===== config.mk =====
export PLATFORM = sky130hd
export DESIGN_NAME = display_arbiter
export DESIGN_NICKNAME = d
export VERILOG_FILES = /design/src/rtl/display_arbiter.sv
export SDC_FILE = /design/constraint.sdc
export NUM_CORES = 1
export LEC_CHECK = 0
export ABC_AREA = 1
export CORE_ASPECT_RATIO = 1.2
export CORE_MARGIN = 3
export CORE_UTILIZATION = 49
export CTS_CLUSTER_DIAMETER = 50
export DETAILED_ROUTE_END_ITERATION = 10
export MAX_ROUTING_LAYER = met4
export PLACE_DENSITY = 0.77
export SKIP_CTS_REPAIR_TIMING = 1
export SLEW_MARGIN = 20
export SYNTH_ARGS = -nofsm -noshare
export SYNTH_HDL_FRONTEND = slang
export SYNTH_SLANG_ARGS = --single-unit

===== constraint.sdc =====
create_clock -name clk -period 2 [get_ports clk]
set_clock_uncertainty 0.2 [all_clocks]
set_input_delay 0.2 -clock clk [delete_from_list [all_inputs] [get_ports clk]]
set_output_delay 0.2 -clock clk [all_outputs]
set_load 0.005 [all_outputs]

===== src/rtl/display_arbiter.sv =====
// display_arbiter: shares the six-digit seven-segment bus between the CPU PIOs
// (default owner) and a hardware requester (alarm/timer). Ownership changes are
// separated by blank gaps, and a granted HW source keeps the display for at
// least HOLD_CYCLES cycles.
//
// Optional feature: define DISPLAY_ARB_BLINK_EN to blink the HW digits with a
// BLINK_HALF half-period while HW owns the display. Without it, HW digits are
// shown steadily and no blink counter exists.
//
// Ports:
//   clk        - system clock
//   reset_n    - asynchronous active-low reset
//   cpu_digits - CPU digit bus, digit 0 in bits [3:0]
//   cpu_lock   - 1 blocks a new HW takeover (never preempts an active grant)
//   hw_req     - level request from the HW source
//   hw_digits  - HW digit bus, same packing as cpu_digits
//   hw_grant   - 1 while HW owns the display
//   owner      - 0 = CPU or gap, 1 = HW active
//   digits_out - registered bus to the display drivers
module display_arbiter #(
  parameter int unsigned DIGITS      = 6,
  parameter int unsigned HOLD_CYCLES = 50_000_000,
  parameter int unsigned GAP_CYCLES  = 2,
  parameter logic [3:0]  BLANK_CODE  = 4'hF,
  parameter int unsigned BLINK_HALF  = 25_000_000
) (
  input  logic                  clk,
  input  logic                  reset_n,
  input  logic [DIGITS*4-1:0]   cpu_digits,
  input  logic                  cpu_lock,
  input  logic                  hw_req,
  input  logic [DIGITS*4-1:0]   hw_digits,
  output logic                  hw_grant,
  output logic                  owner,
  output logic [DIGITS*4-1:0]   digits_out
);

  localparam int unsigned BUS_W   = DIGITS * 4;
  localparam int unsigned MAX_HG  = (HOLD_CYCLES > GAP_CYCLES) ? HOLD_CYCLES : GAP_CYCLES;
  localparam int unsigned MAX_CNT = (MAX_HG > BLINK_HALF) ? MAX_HG : BLINK_HALF;
  localparam int unsigned CNT_W   = $clog2(MAX_CNT + 1);

  localparam logic [CNT_W-1:0] GAP_M1  = CNT_W'(GAP_CYCLES - 1);
  localparam logic [CNT_W-1:0] HOLD_M1 = CNT_W'(HOLD_CYCLES - 1);
  localparam logic [BUS_W-1:0] BLANK   = {DIGITS{BLANK_CODE}};

  localparam logic [1:0] ST_CPU_OWN    = 2'd0;
  localparam logic [1:0] ST_GAP_TO_HW  = 2'd1;
  localparam logic [1:0] ST_HW_ACTIVE  = 2'd2;
  localparam logic [1:0] ST_GAP_TO_CPU = 2'd3;

  logic [1:0]       state_q,    state_d;
  logic [CNT_W-1:0] gap_cnt_q,  gap_cnt_d;
  logic [CNT_W-1:0] hold_cnt_q, hold_cnt_d;
  logic             grant_q,    grant_d;
  logic             owner_q,    owner_d;
  logic [BUS_W-1:0] digits_q,   digits_d;

`ifdef DISPLAY_ARB_BLINK_EN
  localparam logic [CNT_W-1:0] BLINK_M1 = CNT_W'(BLINK_HALF - 1);
  logic [CNT_W-1:0] blink_cnt_q, blink_cnt_d;
  logic             blink_vis_q, blink_vis_d;
`endif

  // Next-state, counter and output-bus selection.
  always_comb begin
    state_d    = state_q;
    gap_cnt_d  = gap_cnt_q;
    hold_cnt_d = hold_cnt_q;
    grant_d    = grant_q;
    owner_d    = owner_q;
    digits_d   = digits_q;
`ifdef DISPLAY_ARB_BLINK_EN
    blink_cnt_d = blink_cnt_q;
    blink_vis_d = blink_vis_q;
`endif
    case (state_q)
      ST_CPU_OWN: begin
        digits_d = cpu_digits;
        if (hw_req && !cpu_lock) begin
          state_d   = ST_GAP_TO_HW;
          gap_cnt_d = GAP_M1;
        end
      end
      ST_GAP_TO_HW: begin
        digits_d = BLANK;
        // A request withdrawn during the gap is dropped, not deferred.
        if (!hw_req) begin
          state_d   = ST_GAP_TO_CPU;
          gap_cnt_d = GAP_M1;
        end else if (gap_cnt_q == '0) begin
          state_d    = ST_HW_ACTIVE;
          grant_d    = 1'b1;
          owner_d    = 1'b1;
          hold_cnt_d = HOLD_M1;
`ifdef DISPLAY_ARB_BLINK_EN
          blink_cnt_d = BLINK_M1;
          blink_vis_d = 1'b1;
`endif
        end else begin
          gap_cnt_d = gap_cnt_q - CNT_W'(1);
        end
      end
      ST_HW_ACTIVE: begin
`ifdef DISPLAY_ARB_BLINK_EN
        digits_d = blink_vis_q ? hw_digits : BLANK;
        if (blink_cnt_q == '0) begin
          blink_cnt_d = BLINK_M1;
          blink_vis_d = ~blink_vis_q;
        end else begin
          blink_cnt_d = blink_cnt_q - CNT_W'(1);
        end
`else
        digits_d = hw_digits;
`endif
        hold_cnt_d = (hold_cnt_q == '0) ? '0 : hold_cnt_q - CNT_W'(1);
        if ((hold_cnt_q == '0) && !hw_req) begin
          state_d   = ST_GAP_TO_CPU;
          gap_cnt_d = GAP_M1;
          grant_d   = 1'b0;
          owner_d   = 1'b0;
        end
      end
      ST_GAP_TO_CPU: begin
        digits_d = BLANK;
        if (gap_cnt_q == '0) begin
          state_d = ST_CPU_OWN;
        end else begin
          gap_cnt_d = gap_cnt_q - CNT_W'(1);
        end
      end
      default: begin
        state_d  = ST_CPU_OWN;
        digits_d = BLANK;
        grant_d  = 1'b0;
        owner_d  = 1'b0;
      end
    endcase
  end

  // State and output registers; reset returns straight to CPU ownership.
  always_ff @(posedge clk or negedge reset_n) begin
    if (!reset_n) begin
      state_q    <= ST_CPU_OWN;
      gap_cnt_q  <= '0;
      hold_cnt_q <= '0;
      grant_q    <= 1'b0;
      owner_q    <= 1'b0;
      digits_q   <= BLANK;
`ifdef DISPLAY_ARB_BLINK_EN
      blink_cnt_q <= '0;
      blink_vis_q <= 1'b0;
`endif
    end else begin
      state_q    <= state_d;
      gap_cnt_q  <= gap_cnt_d;
      hold_cnt_q <= hold_cnt_d;
      grant_q    <= grant_d;
      owner_q    <= owner_d;
      digits_q   <= digits_d;
`ifdef DISPLAY_ARB_BLINK_EN
      blink_cnt_q <= blink_cnt_d;
      blink_vis_q <= blink_vis_d;
`endif
    end
  end

  assign hw_grant   = grant_q;
  assign owner      = owner_q;
  assign digits_out = digits_q;

endmodule


**After elaboration in Yosys (flattened, before gate mapping)**

Index checks and enable logic that the tools add are counted.

- Latch bits: 0
- Output and inout bits: 26
- Bits in writable memories: 0
- ROM bits: 0
- Bits in registers: 79
- Input port bits: 52
- Word-level logic and storage cells: 49
- Memories: 0

- Multipliers: 0
- Add/subtract/negate cells: 2
- $lt $le $gt $ge: 0
- Bitwise gates (word level): 0
- Muxes and demuxes: 20
- Reduce and logical (&&, ||, !) cells: 13
- Equal/unequal tests: 9
- Div/mod/pow operators: 0
- Shift-type cells: 0

Operators by type and width:

| kind | number |
|---|---|
| 26-bit 2-to-1 mux | 7 |
| 26-bit case mux with 4 select lines | 1 |
| 24-bit case mux with 3 select lines | 1 |
| 26-bit zero test | 2 |
| 26-bit case mux with 2 select lines | 1 |
| 26-bit by 1-bit subtractor with 26-bit output (second input constant) | 2 |
| 2-bit 2-to-1 mux | 5 |
| 2-bit inequality test (second input constant) | 5 |
| 2-bit case mux with 4 select lines | 1 |
| 4-bit AND reduction | 2 |
| 2-bit equality test (second input constant) | 2 |
| 1-bit 2-to-1 mux | 3 |
| 3-bit inequality test (second input constant) | 1 |
| 3-bit AND reduction | 1 |
| 2-bit by 1-bit equality test with 1-bit output (second input constant) | 1 |
| 1-bit logical AND | 2 |
| 1-bit zero test | 2 |
| 2-bit zero test | 1 |
| 1-bit case mux with 2 select lines | 1 |
| 2-bit AND reduction | 1 |
| 2-bit nonzero test | 1 |
| 2-bit OR reduction | 1 |

**Depth between registers and ports, before layout**

- Depth after elaboration: 4
- Depth in mapped cells: 13
- Mapped depth without buffers: 13

**Worst setup path before layout**

OpenSTA, ideal clock, no wires.

- Kind: register to register
- From: register hold_cnt_q[0]
- To: register gap_cnt_q[21]
- Stages on the path, launching flop included: 13
- Setup slack: 0.004 ns
- Setup time: 0.119 ns
- Data arrival time: 1.677 ns
- Path through: dfrtp_1 inv_1 ha_1 nand2_2 nor2_8 nand2_4 nor2_8 nor2_4 nor2_8 buf_4 nand3_1 nand2_1 nor2_1

- Word-level cells in the longest chain between the ends: 4

Ends and longest elaborated chain:

| item | line | source |
|---|---|---|
| start: declaration | 54 | `logic [CNT_W-1:0] hold_cnt_q, hold_cnt_d;` |
| start signal: assignment | 157 | `hold_cnt_q <= hold_cnt_d;` |
| 26-bit zero test | 117 | `if ((hold_cnt_q == '0) && !hw_req) begin` |
| 1-bit logical AND | 117 |  |
| 2-bit inequality test (no source line) | -- |  |
| 2-bit AND reduction (no source line) | -- |  |
| end signal: assignment | 156 | `gap_cnt_q <= gap_cnt_d;` |
| end: declaration | 53 | `logic [CNT_W-1:0] gap_cnt_q, gap_cnt_d;` |

Every way passes these cells.
A chain may end at the register's enable or synchronous reset.

**Worst setup path in the final report**

- From: register gap_cnt_q[3]
- To: register gap_cnt_q[2]

- Word-level cells in the longest chain between the ends: 4

Ends and longest elaborated chain:

| item | line |
|---|---|
| 26-bit zero test * | 91, 126 |
| 26-bit 2-to-1 mux * | -- |
| 26-bit 2-to-1 mux | -- |
| 26-bit case mux with 4 select lines * | -- |

Every way passes the cells marked *; elsewhere a longest branch is shown, timed or not.

==> out/qor.yml <==
status: "finished with violations"
violations: "setup timing"
dieArea_sq_um: 11600
p_sw_mw: 0.797
io_pins: 78
clock-sinks: 79
combPwrFrac_pct: 7.1
netlist_instances: 750
root_buffer: "clkbuf_16"
numPortBuffers: 77
syn_nets: 810
synth.avg_cell_area_sq_um: 6.73
drtAntennaViolNets: 0
ys_ff_latch: 79
max_stage_delay_ns: 0.43
rows: 39
setup_violations: 29
drc: 0
cts_buffer_depth: 2
cp.arrival_ns: 2.15
multi_input_area_sq_um: 3060
antenna_found_initial: 0
max_slew_margin_pct: 66.3
die_w_um: 98.7
crit_path_cell_trace: "nor2_2 -> buf_4 -> nand2_1 -> nor2_1 -> nand2_1 -> nor2_2 -> buf_6 -> inv_1 -> nand3_1 -> o21ai_0 -> nand2_1 -> nand2_1"
cp.required_ns: 2.03
layout-drive-gt1-share_pct: 30.0
design_power_total_mw: 3.55
wl_per_cell_um: 16.7
grt_setup_unrepaired: "true"
htreeDepth: 3
antennaDiodeCount: 0
setup-tns-final_ns: -1.21
start_util_pct: 51.7
start_kind: "flip-flop"
cap_violations: 0
clkPwrFrac_pct: 46.4
synth.distinct_cells: 34
tritoncts: "built"
fill_cells: 632
cts_buffers: 9
vias: 5879
regArea_sq_um: 2010
clk_pin_slew_worst_paths_ns: 0.06
path_common_cell: "nand2_1"
crit_type: "reg2reg"
p_int_mw: 2.75
synth_top_area_share_pct: 27.3
path_delay_family: "simple AND/OR/NAND/NOR gates"
min_period_ns: 2.12
fmax_mhz: 472
grt_pass1_wl_um: 25800
grt_max_degree: 45
place_congestion: 0.998
dp_hpwl_um: 11900
grt_use_total_pct: 28.8
drt_iter0_markers: 373
vias_per_cell: 5.48
yosysTopAreaCell: "dfrtp_1"
drv_slew: 0
fin_crit_sh_pct: 106
netlist_area_sq_um: 5050
clock_latency_ns: 0.35
area_growth_pct: 51.5
leakage_nw: 3.75
ys_warn_count: 0
gr-total-overflow: 0
finalWorstSetupSlack_ns: -0.118
wl_um: 17900
grt_pass1_vias: 5625
nets: 1004
min_path_type: "in2async"
switching_share_pct: 22.5
finalHoldViolCount: 0
cp_slowest_cell: "dfrtp_1"
cp_num_buf_inv: 3
powerDensity_nw_per_um2: 464
pwr-share-seq_pct: 46.5
tightest_slew_ns: 0.506
coreArea_sq_um: 9760
yosysSeqAreaShare_pct: 39.7
end_kind: "flip-flop"
die_y_um: 117
cp_max_fo: 7
drtPass1Iterations: 5
netlist_top_cells_area: "dfrtp_1 27%, nand2_1 17%, dfstp_2 12%"
pre_cts_slack_ns: -0.0843
irDropWorstVdd_mv: 0.375
[worst paths after layout]
kind                          startpoint             end  slack (ns)  cells after the start
min                              reset_n  hold_cnt_q[23]        0.16                      2
min in group clk           hw_digits[22]  digits_out[22]        0.17                      3
max in group asynchronous        reset_n  digits_out[19]        0.75                      3
max reg2reg                 gap_cnt_q[3]    gap_cnt_q[2]       -0.12                     12
max                         gap_cnt_q[3]    gap_cnt_q[2]       -0.12                     12
min reg2reg                   state_q[0]      state_q[0]        0.32                      2
[layer usage]
| layer | vias up | GRT usage [%] | wire length, um |
|---|---|---|---|
| met2 | 230 | 52.6 | 9750 |
| met4 | 0 | 15.8 | 843 |
| met5 | - | - | 0 |
| li1 | 2747 | - | - |
| met3 | 81 | 3.50 | 875 |
| met1 | 2821 | 30.3 | 6390 |
[area by class of cell]
class,instances,area share [%]
clock inverters,4,0.360
well taps,123,2.01
repair buffers,204,24.4
multi-input cells,580,40.0
inverters,70,3.48
clock buffers,12,3.50
flip-flops and latches,79,26.2
[placed cells by master (no fill, tap or decap), types with 7 or more instances in the layout]
cell | synthesis | final
dfstp_2 | 24 | 24
o21ai_1 | 0 | 9
nand2_1 | 235 | 203
clkbuf_16 | 0 | 12
nand3_2 | 1 | 7
nand2_2 | 4 | 29
buf_6 | 1 | 9
nor2_1 | 147 | 111
a21oi_1 | 34 | 33
nand4_1 | 9 | 9
clkdlybuf4s50_1 | 0 | 76
nor2_4 | 4 | 14
nand2_4 | 1 | 8
nand3_1 | 57 | 51
inv_2 | 1 | 8
xor2_1 | 9 | 9
dfrtp_1 | 55 | 54
inv_1 | 69 | 61
buf_4 | 5 | 109
nor2_2 | 5 | 31
o21ai_0 | 38 | 27
[synth_stat cells (all sizes together)]
cell	number
nand3b	1
nor3	9
a31oi	1
nor2	159
or2	1
xor2	9
inv	70
a21oi	34
a211oi	1
xnor2	5
nand3	58
clkbuf	8
nor3b	1
o21bai	3
buf	13
dfstp	24
nand4	10
o21ai	39
ha	8
nand2	240
dfrtp	55
o22ai	1
[state kept, by name (all words and copies together), names as in the netlist]
name        count
gap_cnt_q      26
hold_cnt_q     26
digits_out     24
state_q         2
owner           1
[power groups by stage]
stage | registers (mW) | logic, mW | clock network (mW)
floorplan | 1.68 | 0.0336 | 0
global placement | 1.68 | 0.239 | 0
detailed placement | 1.68 | 0.244 | 0
CTS | 1.65 | 0.246 | 1.66
global route | 1.65 | 0.269 | 1.73
finish | 1.65 | 0.250 | 1.65
[per-stage QoR]
stage | util [%] | cells | hold slack [ns] | instance area (sq um)
2_1_floorplan | - | 750 | -0.296 | 5050
3_3_place_gp | 68.7 | 1032 | -0.0151 | 6700
3_5_place_dp | 68.7 | 1032 | -0.00498 | 6700
4_1_cts | 71.7 | 1048 | -0.365 | 7000
5_1_grt | 78.4 | 1072 | 0.189 | 7650
6_report | 78.4 | 1072 | 0.157 | 7650
[cell families after synthesis]
logic type | Yosys count | synth area share [%]
AND/OR/NAND/NOR | 479 | 40.3
buffers and inverters | 91 | 7.36
AO/OA/AOI/OAI | 79 | 8.15
flip-flops | 79 | 39.7
XOR/XNOR | 14 | 2.43
adder cells (fa/ha/maj) | 8 | 1.98
Note: power is estimated with default switching activity, not from simulation.
